==> src/rtl/rom_read_sequencer_if.sv <==
// Bus bundle for rom_read_sequencer.
//   start/base_addr/length : burst request (sampled in IDLE)
//   busy/done              : burst status
//   rom_en/rom_addr        : read strobe and address to a synchronous ROM
//   rom_dout               : ROM data, valid one cycle after rom_en
//   out_*                  : valid/ready word stream to the consumer
// The slave modport is the sequencer; the master modport is its environment.
interface rom_read_sequencer_if #(
  parameter int unsigned ADDR_WIDTH = 4,
  parameter int unsigned DATA_WIDTH = 16
);
  logic                  start;
  logic [ADDR_WIDTH-1:0] base_addr;
  logic [ADDR_WIDTH:0]   length;
  logic                  busy;
  logic                  done;
  logic                  rom_en;
  logic [ADDR_WIDTH-1:0] rom_addr;
  logic [DATA_WIDTH-1:0] rom_dout;
  logic [DATA_WIDTH-1:0] out_data;
  logic                  out_valid;
  logic                  out_ready;
  logic                  out_last;

  modport master (
    output start, base_addr, length, rom_dout, out_ready,
    input  busy, done, rom_en, rom_addr, out_data, out_valid, out_last
  );

  modport slave (
    input  start, base_addr, length, rom_dout, out_ready,
    output busy, done, rom_en, rom_addr, out_data, out_valid, out_last
  );
endinterface

==> src/rtl/rom_read_sequencer.sv <==
// Reads a burst of consecutive words from a synchronous ROM and streams them
// to a valid/ready consumer through a 2-entry FIFO.
//   clk, rst_n : clock, asynchronous active-low reset
//   bus        : rom_read_sequencer_if.slave (request, status, ROM, stream)
// rom_en is a combinational function of registered state and out_ready so a
// full FIFO can still issue in the cycle it drains a word (1 word/cycle).
module rom_read_sequencer #(
  parameter int unsigned ADDR_WIDTH = 4,
  parameter int unsigned DATA_WIDTH = 16
) (
  input  logic                  clk,
  input  logic                  rst_n,
  rom_read_sequencer_if.slave   bus
);

  localparam int unsigned CNT_W = ADDR_WIDTH + 1;

  typedef enum logic [1:0] {
    IDLE = 2'd0,
    READ = 2'd1,
    DONE = 2'd2
  } state_e;

  state_e                state_q, state_d;
  logic [ADDR_WIDTH-1:0] addr_q, addr_d;
  logic [CNT_W-1:0]      len_q, len_d;
  logic [CNT_W-1:0]      issued_q, issued_d;
  logic [CNT_W-1:0]      delivered_q, delivered_d;
  logic                  inflight_q, inflight_d;
  logic [DATA_WIDTH-1:0] mem_q [2];
  logic [DATA_WIDTH-1:0] mem_d [2];
  logic                  wr_ptr_q, wr_ptr_d;
  logic                  rd_ptr_q, rd_ptr_d;
  logic [1:0]            count_q, count_d;

  logic                  fifo_valid_c;
  logic                  xfer_c;
  logic                  last_c;
  logic [1:0]            fill_c;
  logic                  rom_en_c;

  // State and datapath registers.
  always_ff @(posedge clk or negedge rst_n) begin
    if (!rst_n) begin
      state_q     <= IDLE;
      addr_q      <= '0;
      len_q       <= '0;
      issued_q    <= '0;
      delivered_q <= '0;
      inflight_q  <= 1'b0;
      mem_q[0]    <= '0;
      mem_q[1]    <= '0;
      wr_ptr_q    <= 1'b0;
      rd_ptr_q    <= 1'b0;
      count_q     <= '0;
    end else begin
      state_q     <= state_d;
      addr_q      <= addr_d;
      len_q       <= len_d;
      issued_q    <= issued_d;
      delivered_q <= delivered_d;
      inflight_q  <= inflight_d;
      mem_q[0]    <= mem_d[0];
      mem_q[1]    <= mem_d[1];
      wr_ptr_q    <= wr_ptr_d;
      rd_ptr_q    <= rd_ptr_d;
      count_q     <= count_d;
    end
  end

  // Next-state, issue and FIFO control.
  always_comb begin
    state_d     = state_q;
    addr_d      = addr_q;
    len_d       = len_q;
    issued_d    = issued_q;
    delivered_d = delivered_q;
    mem_d[0]    = mem_q[0];
    mem_d[1]    = mem_q[1];
    wr_ptr_d    = wr_ptr_q;
    rd_ptr_d    = rd_ptr_q;

    fifo_valid_c = (count_q != 2'd0);
    xfer_c       = fifo_valid_c && bus.out_ready;
    last_c       = (CNT_W'(delivered_q + CNT_W'(1)) == len_q);
    // Words already committed to FIFO space: stored plus the one in flight.
    fill_c       = 2'(count_q + 2'(inflight_q));
    rom_en_c     = (state_q == READ) && (issued_q != len_q) &&
                   ((fill_c < 2'd2) || ((fill_c == 2'd2) && xfer_c));
    inflight_d   = rom_en_c;

    unique case (state_q)
      IDLE: begin
        if (bus.start) begin
          addr_d      = bus.base_addr;
          len_d       = bus.length;
          issued_d    = '0;
          delivered_d = '0;
          state_d     = (bus.length == '0) ? DONE : READ;
        end
      end
      READ: begin
        if (rom_en_c) begin
          addr_d   = ADDR_WIDTH'(addr_q + ADDR_WIDTH'(1));
          issued_d = CNT_W'(issued_q + CNT_W'(1));
        end
        if (xfer_c) begin
          delivered_d = CNT_W'(delivered_q + CNT_W'(1));
          if (last_c) begin
            state_d = DONE;
          end
        end
      end
      DONE: begin
        state_d = IDLE;
      end
      default: begin
        state_d = IDLE;
      end
    endcase

    // ROM data lands one cycle after its strobe; a cleared inflight_q after
    // reset is what drops data returning from an abandoned burst.
    if (inflight_q) begin
      mem_d[wr_ptr_q] = bus.rom_dout;
      wr_ptr_d        = ~wr_ptr_q;
    end
    if (xfer_c) begin
      rd_ptr_d = ~rd_ptr_q;
    end
    count_d = 2'(count_q + 2'(inflight_q) - 2'(xfer_c));
  end

  assign bus.busy      = (state_q == READ);
  assign bus.done      = (state_q == DONE);
  assign bus.rom_en    = rom_en_c;
  assign bus.rom_addr  = addr_q;
  assign bus.out_valid = fifo_valid_c;
  assign bus.out_data  = mem_q[rd_ptr_q];
  assign bus.out_last  = fifo_valid_c && last_c;

endmodule

==> src/flat_wrapper.sv <==
// flat-port wrapper written by rule: the top's interface ports become plain ports
module rom_read_sequencer_flat 
#(
  parameter int unsigned ADDR_WIDTH = 4,
  parameter int unsigned DATA_WIDTH = 16
)
  (clk, rst_n, bus_start, bus_base_addr, bus_length, bus_rom_dout, bus_out_ready, bus_busy, bus_done, bus_rom_en, bus_rom_addr, bus_out_data, bus_out_valid, bus_out_last);
  rom_read_sequencer_if #(.ADDR_WIDTH(ADDR_WIDTH), .DATA_WIDTH(DATA_WIDTH)) bus_i ();
  input  logic clk;
  input  logic rst_n;
  input wire logic [$bits(bus_i.start)-1:0] bus_start;
  input wire logic [$bits(bus_i.base_addr)-1:0] bus_base_addr;
  input wire logic [$bits(bus_i.length)-1:0] bus_length;
  input wire logic [$bits(bus_i.rom_dout)-1:0] bus_rom_dout;
  input wire logic [$bits(bus_i.out_ready)-1:0] bus_out_ready;
  output wire logic [$bits(bus_i.busy)-1:0] bus_busy;
  output wire logic [$bits(bus_i.done)-1:0] bus_done;
  output wire logic [$bits(bus_i.rom_en)-1:0] bus_rom_en;
  output wire logic [$bits(bus_i.rom_addr)-1:0] bus_rom_addr;
  output wire logic [$bits(bus_i.out_data)-1:0] bus_out_data;
  output wire logic [$bits(bus_i.out_valid)-1:0] bus_out_valid;
  output wire logic [$bits(bus_i.out_last)-1:0] bus_out_last;
  assign bus_i.start = bus_start;
  assign bus_i.base_addr = bus_base_addr;
  assign bus_i.length = bus_length;
  assign bus_i.rom_dout = bus_rom_dout;
  assign bus_i.out_ready = bus_out_ready;
  assign bus_busy = bus_i.busy;
  assign bus_done = bus_i.done;
  assign bus_rom_en = bus_i.rom_en;
  assign bus_rom_addr = bus_i.rom_addr;
  assign bus_out_data = bus_i.out_data;
  assign bus_out_valid = bus_i.out_valid;
  assign bus_out_last = bus_i.out_last;
  rom_read_sequencer #(.ADDR_WIDTH(ADDR_WIDTH), .DATA_WIDTH(DATA_WIDTH)) u_core (.clk(clk), .rst_n(rst_n), .bus(bus_i));
endmodule
==> config.mk <==
export PLATFORM = sky130hd
export DESIGN_NAME = rom_read_sequencer_flat
export DESIGN_NICKNAME = d
export VERILOG_FILES = /design/src/rtl/rom_read_sequencer_if.sv /design/src/rtl/rom_read_sequencer.sv /design/src/flat_wrapper.sv
export SDC_FILE = /design/constraint.sdc
export NUM_CORES = 1
export LEC_CHECK = 0
export CORE_MARGIN = 1
export CORE_UTILIZATION = 52
export DETAILED_ROUTE_END_ITERATION = 12
export PLACE_DENSITY = 0.9
export SYNTH_ARGS = -nofsm -noshare
export SYNTH_HDL_FRONTEND = slang
export SYNTH_SLANG_ARGS = --single-unit
==> constraint.sdc <==
create_clock -name clk -period 2.15 [get_ports clk]
set_input_delay 0.3225 -clock clk [delete_from_list [all_inputs] [get_ports clk]]
set_output_delay 0.3225 -clock clk [all_outputs]
set_load 0.05 [all_outputs]
==> flow_summary.ini <==
[worst_setup_path]
crit_family = flip-flops
cp_data_required_time_ns = 1.83
worstReg2RegEnd = u_core.bus.rom_addr[3]
worst_setup_path_endpoint = bus_out_last
critical_path_cell_by_cell = ha_4 > xor2_2 > a211oi_2 > o311ai_4 > nor2b_2 > buf_6
timing.critical_path.depth = 6
startpoint_type = flip-flop
setup.worst_path.end_class = output pin
timing.reg2reg.setup_slack_ns = 0.06
cp-startpoint = u_core.delivered_q[0]
path_max_fanout = 2
reg2reg_depth = 6
cp.arrival_ns = 1.87
regToRegStartpoint = u_core.inflight_q
crit_path_top_delay_cell = dfrtp_1
largest_stage_delay_on_the_critical_path_ns = 0.42
worstPathBufferInverterCount = 1
setup.worst_path.class = reg -> out

[logic_synthesis]
synth.most_common_cell = dfrtp_1
ys_top_cells_by_area = dfrtp_1 50%, mux2_2 19%, nand2_1 3.8%
ys_ff_latch = 58
postSynth.asyncResetShare_pct = 100
leading_post_synthesis_cells_by_instance_count = 58 x dfrtp_1, 48 x mux2_2, 29 x nand2_1
yosysTopAreaCellShare_pct = 50.2
proportion_of_synthesized_chip_area_in_sequential_cells_pct = 50.2
synth.net_count = 280
synthesized_area_divided_by_synthesized_cell_count_um2 = 11.7
total_of_warnings_raised_by_yosys = 0
synth_area_leader_cell = dfrtp_1
postSynthCellCount = 246
synth-edff-count = 0
yosys_most_used_dff = dfrtp_1
synth.cell_area_mm2 = 0.00289
post_synth_num_cell_types = 46

[placed_design]
detailedPlacementHpwl_um = 4170
placedInstanceArea_mm2 = 0.00350
io_buffer_count = 53
gpl.final_weighted_congestion = 0.929
number_of_cells_after_detailed_placement = 369

[routing]
route.antenna.remaining_nets = 0
post_drt_via_cell_ratio = 5.53
vias = 2166
detailedRoute.firstIterationViolations = 71
post_drt_wl_per_cell_um = 16.6
first_pass_iters = 5
drc_errors = 0
route.final.wire_length_um = 6500

[sta]
max_slew_margin_pct = 65.4
rsz_0062_raised_after_global_routing = yes
maxClockFrequency_mhz = 457
finalMaxSlewViolations = 0
timing.final.crit_share_pct = 102
timing_worst_slew_pin_value_ns = 0.506
fin_ws_ns = -0.0384
period_minus_slack_ns = 2.19
timing.final.setup_violations = 1
fin_worst_skew_ns = 0.00546
timing.setup.tns_ns = -0.0384
final_hold_viol_count = 0

[final_layout]
finish.net_count = 352
share_of_final_layout_standard_cells_stronger_than_drive_strength_1_pct = 36.0
finish.cell_count_without_fillers = 392
area_growth_pct = 33.4
antenna-diode-count = 0
fin_area_mm2 = 0.00385
layout.core_utilization_pct = 73.6

[die]
rows = 26
floorplan.die.width_um = 76.5
area_of_the_die_mm2 = 0.00586
die_y_um = 76.5
pin_count = 54
design.core.area_mm2 = 0.00524
initial_standard_cell_utilization_of_the_core_pct = 55.2

[min_path]
timing.hold.worst.class = in -> async

[clocking]
worst_skew_pair.late_latency_ns = 0.34
tritoncts = built
cts-root-to-sink-buffers = 2
cts_buffers = 9
cts.root.buffer_cell = clkbuf_8
cts_htree_levels = 3
cts_clock_pin_slew_for_the_worst_setup_and_hold_paths_ns = 0.07
clock_sinks = 58

[global_route]
final_global_route_overflow_total = 0
first_global_vias = 2239
grt_first_pass_wirelength_um = 10700
antenna_found_initial = 0
grt_start_max_net_pins = 53
track_usage_pct = 24.0

[status]
run_status = complete, but fails checks
violated_checks = negative setup slack

[run]
timing.max_cap.violations = 0
-- how the worst min path moves through the flow --
stage           from                     end  depth (start not counted)  slack (ns)
3_3_place_gp   rst_n        u_core.mem_q[31]                          1        0.18
6_report       rst_n        u_core.mem_q[15]                          2        0.35
2_1_floorplan  rst_n  u_core.bus.rom_addr[0]                          0        0.03
4_1_cts        rst_n        u_core.mem_q[16]                          2        0.35
5_1_grt        rst_n        u_core.mem_q[16]                          2        0.35
3_5_place_dp   rst_n        u_core.mem_q[15]                          1        0.18
-- area by class of cell --
| cell class | count | area, µm² |
|---|---|---|
| clock inverters | 2 | 60.1 |
| fillers | 356 | 1380 |
| repair buffers | 69 | 629 |
| clock buffers | 13 | 159 |
| flip-flops and latches | 58 | 1450 |
| multi-input cells | 172 | 1430 |
| inverters | 8 | 32.5 |
| well taps | 70 | 87.6 |
-- registers in the layout, summed over array words and instances (netlist names) --
register,count
u_core.bus.rom_addr,4
u_core.inflight_q,1
u_core.issued_q,5
u_core.rd_ptr_q,1
u_core.wr_ptr_q,1
u_core.delivered_q,5
u_core.len_q,5
u_core.mem_q,32
u_core.state_q,2
u_core.count_q,2
-- worst register-to-register path: cells and delay by family (launching register included) --
kind,cells,cell delay (ns)
AOI/OAI and AO/OA,2,0.52
adders and majority gates,1,0.28
buffers and inverters,1,0.13
DFF,1,0.44
and+or+nand+nor,2,0.60
-- cell families (layout without fill, tap and decap cells) --
logic type / after synthesis / in the layout / share of synthesized area (%)
DFF: 58 / 58 / 50.2
muxes: 53 / 53 / 20.4
AOI/OAI and AO/OA: 34 / 34 / 8.58
buffers and inverters: 16 / 92 / 2.56
and+or+nand+nor: 66 / 66 / 11.8
xor gates and xnor gates: 14 / 14 / 4.24
adders and majority gates: 5 / 5 / 2.17
-- layer usage --
layer	vias to the layer above	GRT usage (%)	part of all wire, %
met3	12	4.79	5.6
met2	76	38.2	49
met5	-	0	0
li1	1018	-	-
met4	0	14.2	2.2
met1	1060	30.4	43
-- timing repair --
| action | in CTS | in global routing |
|---|---|---|
| pin swaps | 4 | 3 |
| setup endpoints to repair | 2 | 2 |
| setup buffers | 5 | 2 |
| hold buffers | 1 | 0 |
| resized for setup | 11 | 2 |
| hold endpoints to repair | 6 | 0 |
-- per-stage QoR --
stage | hold WS, ns | setup slack (ns)
6_report | 0.349 | -0.0384
3_3_place_gp | 0.177 | 0.208
4_1_cts | 0.350 | -0.0966
3_5_place_dp | 0.179 | 0.117
2_1_floorplan | 0.0269 | 0.151
5_1_grt | 0.350 | -0.131
-- placed cells by master, fill, tap and decap left out, types with 2 or more instances in the layout --
master            n
o221ai_1          2
inv_1             6
nor2b_2           2
nand2b_1          2
buf_4            31
clkdlybuf4s50_1  33
nand3_1           7
nor3_1            3
bufinv_16         2
o21ai_0           9
nand2_1          29
o21ai_1           2
nor2b_1           4
a22oi_1           3
ha_4              2
nor2_1            4
xor2_1            4
and3_1            2
clkbuf_1          2
ha_1              3
xnor2_1           9
clkbuf_8         11
or4_1             2
mux2_2           48
dfrtp_1          57
buf_12            2
mux2i_1           5
o211ai_1          4
or2_2             3
Power is left out: the tool's default activity adds up to more than one toggle a clock period on the data nets, which glitch-free logic cannot reach.
